File: src/rtl/iq_cic_pkg.sv
// Shared definitions for the dual-channel CIC decimator.
//   acc_width() : integrator/comb register width, INPUT_WIDTH + STAGES*CNT_WIDTH
//   sh_width()  : width of the SHIFT control, clog2 of the accumulator width
//   warm_state_t: warm-up state (WARM while the comb delays fill, then RUN)
//   saturate()  : clamp a wide signed value to an out_w-bit signed range
// The rounding build option CIC_ROUND_EN is handled in cic_decim_channel.
package iq_cic_pkg;

    // Working width of saturate(); must be at least ACC_W+1.
    localparam int SAT_W = 128;

    typedef enum logic {
        WARM = 1'b0,
        RUN  = 1'b1
    } warm_state_t;

    function automatic int acc_width(input int in_w, input int stages, input int cnt_w);
        return in_w + stages * cnt_w;
    endfunction

    function automatic int sh_width(input int acc_w);
        return $clog2(acc_w);
    endfunction

    // Result is still SAT_W wide; the caller truncates to out_w bits.
    function automatic logic signed [SAT_W-1:0] saturate(input logic signed [SAT_W-1:0] v,
                                                          input int out_w);
        logic signed [SAT_W-1:0] one;
        logic signed [SAT_W-1:0] hi;
        logic signed [SAT_W-1:0] lo;
        one = {{(SAT_W-1){1'b0}}, 1'b1};
        hi  = (one <<< (out_w - 1)) - one;
        lo  = -(one <<< (out_w - 1));
        if (v > hi) return hi;
        if (v < lo) return lo;
        return v;
    endfunction

endpackage

File: src/rtl/cic_decim_channel.sv
// One CIC channel: STAGES integrators, capture register, STAGES pipelined
// combs and the registered shift/round/saturate output stage.
// Build option: CIC_ROUND_EN adds round-half-up before the shift; without
// it the shift truncates (floor).
// Ports:
//   i_clk, i_rst   clock, synchronous active-high reset
//   i_in_valid     i_data accepted this cycle (integrators advance)
//   i_data         signed input sample
//   i_cap          capture strobe (already qualified by i_in_valid)
//   i_shift        right shift aligned with the last comb stage output
//   o_data         registered, saturated output sample
module cic_decim_channel
    import iq_cic_pkg::*;
#(
    parameter  int CNT_WIDTH    = 8,
    parameter  int INPUT_WIDTH  = 12,
    parameter  int OUTPUT_WIDTH = 12,
    parameter  int STAGES       = 4,
    localparam int ACC_W        = acc_width(INPUT_WIDTH, STAGES, CNT_WIDTH),
    localparam int SH_W         = sh_width(ACC_W)
) (
    input  logic                           i_clk,
    input  logic                           i_rst,
    input  logic                           i_in_valid,
    input  logic signed [INPUT_WIDTH-1:0]  i_data,
    input  logic                           i_cap,
    input  logic        [SH_W-1:0]         i_shift,
    output logic signed [OUTPUT_WIDTH-1:0] o_data
);

    logic signed [ACC_W-1:0]        r_integ    [STAGES];
    logic signed [ACC_W-1:0]        r_cap;
    logic signed [ACC_W-1:0]        r_comb     [STAGES];
    logic signed [ACC_W-1:0]        r_dly      [STAGES];
    logic        [STAGES:0]         r_cv;
    logic signed [OUTPUT_WIDTH-1:0] r_out;

    logic signed [ACC_W-1:0]        w_in_ext;
    logic signed [ACC_W-1:0]        w_stage_in [STAGES];
    logic signed [ACC_W:0]          w_pre;
    logic signed [ACC_W:0]          w_shifted;
    logic signed [SAT_W-1:0]        w_wide;
`ifdef CIC_ROUND_EN
    logic signed [ACC_W:0]          w_bias;
`endif

    assign w_in_ext = {{(ACC_W-INPUT_WIDTH){i_data[INPUT_WIDTH-1]}}, i_data};

    always_comb begin
        w_stage_in[0] = r_cap;
        for (int k = 1; k < STAGES; k++) begin
            w_stage_in[k] = r_comb[k-1];
        end
    end

    // One extra bit of headroom so the rounding bias cannot wrap.
    always_comb begin
        w_pre = {r_comb[STAGES-1][ACC_W-1], r_comb[STAGES-1]};
`ifdef CIC_ROUND_EN
        w_bias = '0;
        if (i_shift != '0) begin
            w_bias = {{ACC_W{1'b0}}, 1'b1} <<< (i_shift - 1'b1);
        end
        w_pre = w_pre + w_bias;
`endif
        w_shifted = w_pre >>> i_shift;
        w_wide    = {{(SAT_W-ACC_W-1){w_shifted[ACC_W]}}, w_shifted};
    end

    // Integrators wrap freely; the comb differences undo the wrap.
    always_ff @(posedge i_clk) begin
        if (i_rst) begin
            for (int k = 0; k < STAGES; k++) begin
                r_integ[k] <= '0;
            end
        end else if (i_in_valid) begin
            r_integ[0] <= r_integ[0] + w_in_ext;
            for (int k = 1; k < STAGES; k++) begin
                r_integ[k] <= r_integ[k] + r_integ[k-1];
            end
        end
    end

    // r_cv[k] marks that comb stage k has fresh input this cycle; comb
    // delay registers move only with a capture flowing through.
    always_ff @(posedge i_clk) begin
        if (i_rst) begin
            r_cap <= '0;
            r_cv  <= '0;
            r_out <= '0;
            for (int k = 0; k < STAGES; k++) begin
                r_comb[k] <= '0;
                r_dly[k]  <= '0;
            end
        end else begin
            r_cv[0] <= i_cap;
            if (i_cap) begin
                r_cap <= r_integ[STAGES-1];
            end
            for (int k = 0; k < STAGES; k++) begin
                r_cv[k+1] <= r_cv[k];
                if (r_cv[k]) begin
                    r_comb[k] <= w_stage_in[k] - r_dly[k];
                    r_dly[k]  <= w_stage_in[k];
                end
            end
            if (r_cv[STAGES]) begin
                r_out <= OUTPUT_WIDTH'(saturate(w_wide, OUTPUT_WIDTH));
            end
        end
    end

    assign o_data = r_out;

endmodule

File: src/rtl/iq_cic_decimator.sv
// Dual-channel (I/Q) CIC decimator with run-time ratio and output shift.
// Holds the shared frame counter, N/SHIFT latching, warm-up FSM and the
// valid/shift alignment pipeline; the two channels share one capture
// strobe so I and Q stay sample-aligned.
// Build option: CIC_ROUND_EN (round-half-up before the shift, see channel).
// Ports:
//   clk_in, RST     clock, synchronous active-high reset
//   N               decimation ratio, 0 and 1 both mean every sample
//   SHIFT           arithmetic right shift before saturation
//   in_valid        I_IN/Q_IN valid
//   out_valid       one-cycle strobe with I_OUT/Q_OUT
//
//   state | meaning
//   WARM  | first STAGES captures flush comb delays, no output
//   RUN   | every capture produces an output
module iq_cic_decimator
    import iq_cic_pkg::*;
#(
    parameter  int CNT_WIDTH    = 8,
    parameter  int INPUT_WIDTH  = 12,
    parameter  int OUTPUT_WIDTH = 12,
    parameter  int STAGES       = 4,
    localparam int ACC_W        = acc_width(INPUT_WIDTH, STAGES, CNT_WIDTH),
    localparam int SH_W         = sh_width(ACC_W)
) (
    input  logic                           clk_in,
    input  logic                           RST,
    input  logic        [CNT_WIDTH-1:0]    N,
    input  logic        [SH_W-1:0]         SHIFT,
    input  logic                           in_valid,
    input  logic signed [INPUT_WIDTH-1:0]  I_IN,
    input  logic signed [INPUT_WIDTH-1:0]  Q_IN,
    output logic                           out_valid,
    output logic signed [OUTPUT_WIDTH-1:0] I_OUT,
    output logic signed [OUTPUT_WIDTH-1:0] Q_OUT
);

    localparam int WC_W = $clog2(STAGES + 1);

    logic [CNT_WIDTH-1:0] r_n_lat;
    logic [CNT_WIDTH-1:0] r_frame_cnt;
    logic [SH_W-1:0]      r_shift_lat;
    warm_state_t          r_state;
    logic [WC_W-1:0]      r_warm_cnt;
    logic [STAGES:0]      r_emit;
    logic [SH_W-1:0]      r_sh_pipe [STAGES+1];
    logic                 r_out_valid;

    logic [CNT_WIDTH-1:0] w_last_idx;
    logic                 w_cap;
    logic                 w_warm_done;
    logic                 w_emit;
    warm_state_t          w_state_nxt;

    assign w_last_idx  = (r_n_lat <= CNT_WIDTH'(1)) ? '0 : r_n_lat - 1'b1;
    assign w_cap       = in_valid && (r_frame_cnt == w_last_idx);
    assign w_warm_done = (r_warm_cnt == WC_W'(STAGES));

    // N/SHIFT are loaded while RST is held so the first frame after release
    // uses the values present at release.
    always_ff @(posedge clk_in) begin
        if (RST) begin
            r_frame_cnt <= '0;
            r_n_lat     <= N;
            r_shift_lat <= SHIFT;
        end else if (in_valid) begin
            if (w_cap) begin
                r_frame_cnt <= '0;
                r_n_lat     <= N;
                r_shift_lat <= SHIFT;
            end else begin
                r_frame_cnt <= r_frame_cnt + 1'b1;
            end
        end
    end

    always_ff @(posedge clk_in) begin
        if (RST) begin
            r_state    <= WARM;
            r_warm_cnt <= '0;
        end else begin
            r_state <= w_state_nxt;
            if (w_cap && (r_state == WARM) && !w_warm_done) begin
                r_warm_cnt <= r_warm_cnt + 1'b1;
            end
        end
    end

    always_comb begin
        w_state_nxt = r_state;
        case (r_state)
            WARM:    if (w_cap && w_warm_done) w_state_nxt = RUN;
            RUN:     w_state_nxt = RUN;
            default: w_state_nxt = WARM;
        endcase
    end

    always_comb begin
        w_emit = 1'b0;
        case (r_state)
            WARM:    w_emit = w_cap && w_warm_done;
            RUN:     w_emit = w_cap;
            default: w_emit = 1'b0;
        endcase
    end

    // The shift travels with its capture so a SHIFT reload at a frame wrap
    // never touches a result still inside the combs.
    always_ff @(posedge clk_in) begin
        if (RST) begin
            r_emit      <= '0;
            r_out_valid <= 1'b0;
            for (int k = 0; k <= STAGES; k++) begin
                r_sh_pipe[k] <= '0;
            end
        end else begin
            r_emit[0]    <= w_emit;
            r_sh_pipe[0] <= r_shift_lat;
            for (int k = 0; k < STAGES; k++) begin
                r_emit[k+1]    <= r_emit[k];
                r_sh_pipe[k+1] <= r_sh_pipe[k];
            end
            r_out_valid <= r_emit[STAGES];
        end
    end

    assign out_valid = r_out_valid;

    cic_decim_channel #(
        .CNT_WIDTH   (CNT_WIDTH),
        .INPUT_WIDTH (INPUT_WIDTH),
        .OUTPUT_WIDTH(OUTPUT_WIDTH),
        .STAGES      (STAGES)
    ) u_chan_i (
        .i_clk      (clk_in),
        .i_rst      (RST),
        .i_in_valid (in_valid),
        .i_data     (I_IN),
        .i_cap      (w_cap),
        .i_shift    (r_sh_pipe[STAGES]),
        .o_data     (I_OUT)
    );

    cic_decim_channel #(
        .CNT_WIDTH   (CNT_WIDTH),
        .INPUT_WIDTH (INPUT_WIDTH),
        .OUTPUT_WIDTH(OUTPUT_WIDTH),
        .STAGES      (STAGES)
    ) u_chan_q (
        .i_clk      (clk_in),
        .i_rst      (RST),
        .i_in_valid (in_valid),
        .i_data     (Q_IN),
        .i_cap      (w_cap),
        .i_shift    (r_sh_pipe[STAGES]),
        .o_data     (Q_OUT)
    );

endmodule

File: config.mk
export PLATFORM = sky130hd
export DESIGN_NAME = iq_cic_decimator
export DESIGN_NICKNAME = d
export VERILOG_FILES = /design/src/rtl/iq_cic_pkg.sv /design/src/rtl/cic_decim_channel.sv /design/src/rtl/iq_cic_decimator.sv
export SDC_FILE = /design/constraint.sdc
export NUM_CORES = 2
export LEC_CHECK = 0
export CORE_MARGIN = 5
export CORE_UTILIZATION = 50
export CTS_CLUSTER_DIAMETER = 200
export CTS_CLUSTER_SIZE = 12
export DETAILED_ROUTE_END_ITERATION = 10
export GPL_TIMING_DRIVEN = 0
export PLACE_DENSITY_LB_ADDON = 0.2
export SYNTH_ARGS = -nofsm -noshare
export SYNTH_HDL_FRONTEND = slang
export SYNTH_SLANG_ARGS = --single-unit
File: constraint.sdc
create_clock -name clk_in -period 14 [get_ports clk_in]
set_input_delay 2.8 -clock clk_in [delete_from_list [all_inputs] [get_ports clk_in]]
set_output_delay 2.8 -clock clk_in [all_outputs]
set_load 0.02 [all_outputs]
Yosys cells after proc, flatten, opt, wreduce, memory -nomap -nowiden
Memory sizes are Yosys's and may differ from the RTL's.
Index checks and enable logic that the tools add are counted.
{"block": "word_totals", "ram_bits": 1086, "mem_count": 7, "word_cells": 178, "input_bits": 41, "register_bits": 154}
{"memory": "u_chan_i.r_comb", "depth": 4, "word_bits": 44, "rd": 4, "rd_ports_with_merged_regs": 0, "write_ports": 4, "line_no": "cic_decim_channel.sv:33", "text": "logic signed [ACC_W-1:0] r_comb [STAGES];"}
{"memory": "u_chan_i.r_dly", "depth": 4, "word_bits": 44, "rd": 4, "rd_ports_with_merged_regs": 0, "write_ports": 4, "line_no": "cic_decim_channel.sv:34", "text": "logic signed [ACC_W-1:0] r_dly [STAGES];"}
{"memory": "u_chan_i.r_integ", "depth": 4, "word_bits": 44, "rd": 4, "rd_ports_with_merged_regs": 0, "write_ports": 4, "line_no": "cic_decim_channel.sv:31", "text": "logic signed [ACC_W-1:0] r_integ [STAGES];"}
{"memory": "u_chan_q.r_comb", "depth": 4, "word_bits": 44, "rd": 4, "rd_ports_with_merged_regs": 0, "write_ports": 4, "line_no": "cic_decim_channel.sv:33"}
{"memory": "u_chan_q.r_dly", "depth": 4, "word_bits": 44, "rd": 4, "rd_ports_with_merged_regs": 0, "write_ports": 4, "line_no": "cic_decim_channel.sv:34"}
{"memory": "u_chan_q.r_integ", "depth": 4, "word_bits": 44, "rd": 4, "rd_ports_with_merged_regs": 0, "write_ports": 4, "line_no": "cic_decim_channel.sv:31"}
{"memory": "1 more memories"}
{"block": "op_classes", "bitwise": 30, "shifts": 2, "n_eq_ne": 2, "muxes": 92, "add_sub_neg": 19, "order_cmp": 5, "reduce_logical": 8}
{"op": "$mux W44", "n": 24}
{"op": "$sub A44 B44 Y44", "n": 8}
{"op": "$add A44 B44 Y44", "n": 6}
{"op": "$mux W12", "n": 8}
{"op": "$gt A45 B12 Y1 const B", "n": 2}
{"op": "$lt A45 B12 Y1 const B", "n": 2}
{"op": "$sshr A44 B6 Y45", "n": 2}
{"op": "$add A44 B12 Y44", "n": 2}
{"op": "$mux W6", "n": 8}
{"op": "$mux W1", "n": 45}
{"op": "$mux W8", "n": 5}
{"op": "$or A1 B1 Y1", "n": 29}
{"op": "$add A8 B1 Y8 const B", "n": 1}
{"op": "$eq A8 B8 Y1", "n": 1}
{"op": "$le A8 B1 Y1 const B", "n": 1}
{"op": "$sub A8 B1 Y8 const B", "n": 1}
{"op": "$logic_and A1 B1 Y1", "n": 4}
{"op": "$pmux W1 S2", "n": 2}
{"op": "$reduce_bool A2 Y1", "n": 2}
{"op": "$add A3 B1 Y3 const B", "n": 1}
{"op": "$eq A3 B3 Y1 const B", "n": 1}
{"op": "$reduce_and A2 Y1", "n": 1}
{"op": "$logic_not A1 Y1", "n": 1}
{"op": "$not A1 Y1", "n": 1}

Logic depth before layout (Yosys ltp)
An unclocked memory read counts as a cell.
{"block": "logic_depth", "depth_word": 11, "ltp_mapped": 16}

Modules after synthesis
From an unflattened synthesis, not the netlist that was laid out.
{"block": "hier_totals", "hier_cells": 8904, "hier_area_um2": 86081.3}
{"module": "cic_decim_channel at u_chan_q", "cells_each": 4374, "n_inst": 1, "area_each_um2": 42059.1, "seq_area_each_um2": 17076.4}
{"module": "cic_decim_channel at u_chan_i", "cells_each": 4331, "n_inst": 1, "area_each_um2": 41636.2, "seq_area_each_um2": 17076.4}
{"module": "iq_cic_decimator", "cells_each": 199, "n_inst": 1, "area_each_um2": 2386.0, "seq_area_each_um2": 1381.3}

Worst setup path before layout
No wires, ideal clock.
{"block": "synth_path", "kind": "in2reg", "start": "input port RST", "end": "memory u_chan_i.r_integ[0][0] (netlist bit) (enable)", "path_slack_ps": 5981, "path_buffers": 2, "arrival_ps": 7449, "t_required_ps": 13430, "cell_stages": 3, "cell_sequence": "clkbuf_1 > clkbuf_8 > or2_2"}
{"element": "start: declaration", "line_no": "iq_cic_decimator.sv:27", "text": "input logic RST,"}
{"element": "end: declaration", "line_no": "cic_decim_channel.sv:31"}

==> results_dict.tcl <==
set metrics [dict create \
    status "completed" \
    yosys_warnings 0 \
    insertion_delay_ns 0.78 \
    io_buffers 65 \
    nNetsFinal 9746 \
    netlist_instances 8797 \
    drtPass1Iterations 6 \
    crit_fanout 51 \
    busiest_layer "met2" \
    rows 152 \
    vdd_drop_max_uv 95.3 \
    worst_pin_slew_ns 1.45 \
    hold_class "reg -> reg" \
    slowest_delay_ns 0.88 \
    start_kind "primary input" \
    num_io_pins 66 \
    cts_setup_buffers 0 \
    synthesis.nets 9547 \
    max_freq_mhz 160 \
    via_per_inst 5.67 \
    max_cap_violations 0 \
    yosys.cell_types.count 95 \
    avgSynthCellArea_um2 9.77 \
    dp_hpwl_mm 173 \
    ys_top_cells_by_area "edfxtp_1 37%, ha_1 10%, nor2_1 4.4%, dfxtp_1 3.8%, a21o_1 3.7%" \
    wl_per_cell_um 19.2 \
    synth.top_cell.area_share_pct 37.4 \
    final.setup.tns_ns 0 \
    hold_depth 1 \
    h-tree-depth 3 \
    leakagePower_nw 39.1 \
    crit_buf_inv 6 \
    grt_use_met3_pct 2.59 \
    critical_path_arrival_ns 6.70 \
    min_from "r_sh_pipe[0][6]$_SDFF_PP0_" \
    die_w_um 425 \
    synth-main-ff-cell "edfxtp_1" \
    num_vias 64600 \
    async_flop_share_pct 0 \
    clk_path_buf_depth 3 \
    syn_to_final_growth_pct 8.47 \
    reg2reg_from "r_sh_pipe[0][27]$_SDFF_PP0_" \
    ctsHoldBuffers 0 \
    cp-startpoint "RST" \
    yosys.area.top_type "edfxtp_1" \
    power.density_mw_per_mm2 100 \
    start_util_pct 50.2 \
    drt_iter0_markers 3864 \
    syn_area_mm2 0.0859 \
    die_h_um 425 \
    finalCritPeriodShare_pct 44.8 \
    diodes 0 \
    cts_resized 0 \
    cts_sinks 1235 \
    grt_pass1_vias 64000 \
    hold_violations 0 \
    cp_top_family "buffers and inverters" \
    final_common_cell "edfxtp_1" \
    clk_pin_slew_ns 0.07 \
    nFillCells 15300 \
    stdcell_count 11400 \
    numCtsBuffers 112 \
    report.final.setup_viol 0 \
    grt_max_degree 67 \
    grt_setup_unrepaired "no" \
    remaining_drc_errors 0 \
    core_area_mm2 0.171 \
    gr-total-overflow 0 \
    cts_tree "done" \
    max-slew-margin-rel_pct 3.19 \
    synth_edf_count 1070 \
    r2r_cells 12 \
    track_usage_pct 23.8 \
    grt_use_met1_pct 27.8 \
    cp_slowest_cell "clkdlybuf4s50_1" \
    place.gp.congestion 0.996 \
    min_period_ns 6.27 \
    synth_seq_area_share_pct 41.2 \
    synth_seq_cells 1235 \
    drv_slew 0 \
    design.die.area_mm2 0.180 \
    antenna_found_initial 1 \
    crit_path_end_kind "flop" \
    clock-root-buffer "clkbuf_16" \
    drive_gt1_share_pct 4.62 \
    drtAntennaViolNets 0 \
    path_cells "clkdlybuf4s50_1 > clkbuf_1 > clkbuf_1 > or2_4 > buf_12 > buf_16 > buf_16" \
    cp.required_ns 14.43 \
    dp.cells 11200 \
    routed_wl_mm 218 \
    cp_num_cells 7 \
    grt_pass1_wl_mm 346 \
    final_cell_mix "1070 x edfxtp_1, 1004 x nor2_1, 693 x ha_1, 624 x a21oi_1, 548 x inv_1" \
    use_met2_pct 43.2 \
    worstSetupPathType "in -> reg" \
    finClkSkew_ns 0.0432 \
]
==> synthesized netlist by cell type, types with 165 or more instances <==
library cell	n
a21o_1	419
a21oi_1	624
and2_1	399
clkbuf_1	222
dfxtp_1	165
edfxtp_1	1070
ha_1	693
inv_1	548
mux2i_1	192
nand2_1	480
nor2_1	1004
nor3_1	180
o21ai_0	413
xnor2_1	309
xor2_1	236
==> worst register-to-register path: stages (launching register included) <==
cell      delay, ns
dfxtp_1        0.49
buf_2          0.36
inv_2          0.31
buf_2          0.42
clkbuf_1       0.66
buf_2          0.44
clkbuf_1       0.59
buf_1          0.62
nor2_1         0.11
a21oi_1        0.37
o221ai_1       0.26
a21oi_1        0.20
nor3_1         0.06
==> state kept, by name, summed over array words and instances, names as in the netlist <==
register,flops
u_chan_q.r_integ,176
r_shift_lat,6
u_chan_i.r_comb,176
r_warm_cnt,3
r_emit,5
u_chan_q.r_comb,176
u_chan_i.o_data,12
r_state,1
r_n_lat,8
u_chan_i.r_integ,176
u_chan_q.r_cv,5
u_chan_q.r_cap,44
out_valid,1
u_chan_q.r_dly,176
u_chan_i.r_cap,44
u_chan_i.r_dly,176
u_chan_q.o_data,12
r_sh_pipe,30
r_frame_cnt,8
==> power by group <==
group / internal (mW) / total [mW] / switching [mW]
registers: 4.23 / 4.39 / 0.159
clock network: 1.52 / 2.92 / 1.40
logic: 0.846 / 2.03 / 1.19
==> final timing paths <==
path / to / slack, ns
max: u_chan_i.r_comb[0][91]$_SDFFCE_PN0P_ / 7.73
min: r_sh_pipe[0][12]$_SDFF_PP0_ / 0.43
max reg2reg: u_chan_i.o_data[10]$_SDFFE_PP0P_ / 8.96
min reg2reg: r_sh_pipe[0][12]$_SDFF_PP0_ / 0.43
==> layout make-up <==
cell class,instances,area [um2],area share [%]
buffer,311,1520,1.63
clock buffer,206,3160,3.38
clock inverter,6,139,0.149
inverter,554,2080,2.23
multi-input combinational,6697,46900,50.3
sequential,1235,35400,38.0
tap,2310,2890,3.10
timing repair buffer,85,1080,1.16
==> metal layers <==
metal	wire, um	part of all wire (%)
met2	109000	50
met1	89600	41
met4	12200	5.6
met3	7830	3.6
met5	0	0
==> logic make-up after synthesis <==
| kind of cell | share of synthesized area (%) |
|---|---|
| buf+inv | 4.19 |
| mux | 5.20 |
| xor+xnor | 5.55 |
| simple gates | 16.2 |
| fa+ha+maj | 10.5 |
| flops | 41.2 |
| compound gates | 17.1 |
==> through the flow <==
| stage | util, % | power (mW) | setup slack [ns] | hold slack [ns] | cell area (um2) |
|---|---|---|---|---|---|
| 3_5_place_dp | 52.5 | 6.47 | 6.89 | 0.425 | 89900 |
| 3_3_place_gp | 52.2 | 6.43 | 1.99 | 0.419 | 89500 |
| 5_1_grt | 54.4 | 9.84 | 7.60 | 0.455 | 93200 |
| 4_1_cts | 54.4 | 9.41 | 7.73 | 0.437 | 93200 |
| 6_report | 54.4 | 9.34 | 7.73 | 0.435 | 93200 |
| 2_1_floorplan | - | 5.99 | 5.98 | 0.414 | 85900 |
(Power assumes the default switching activity.)
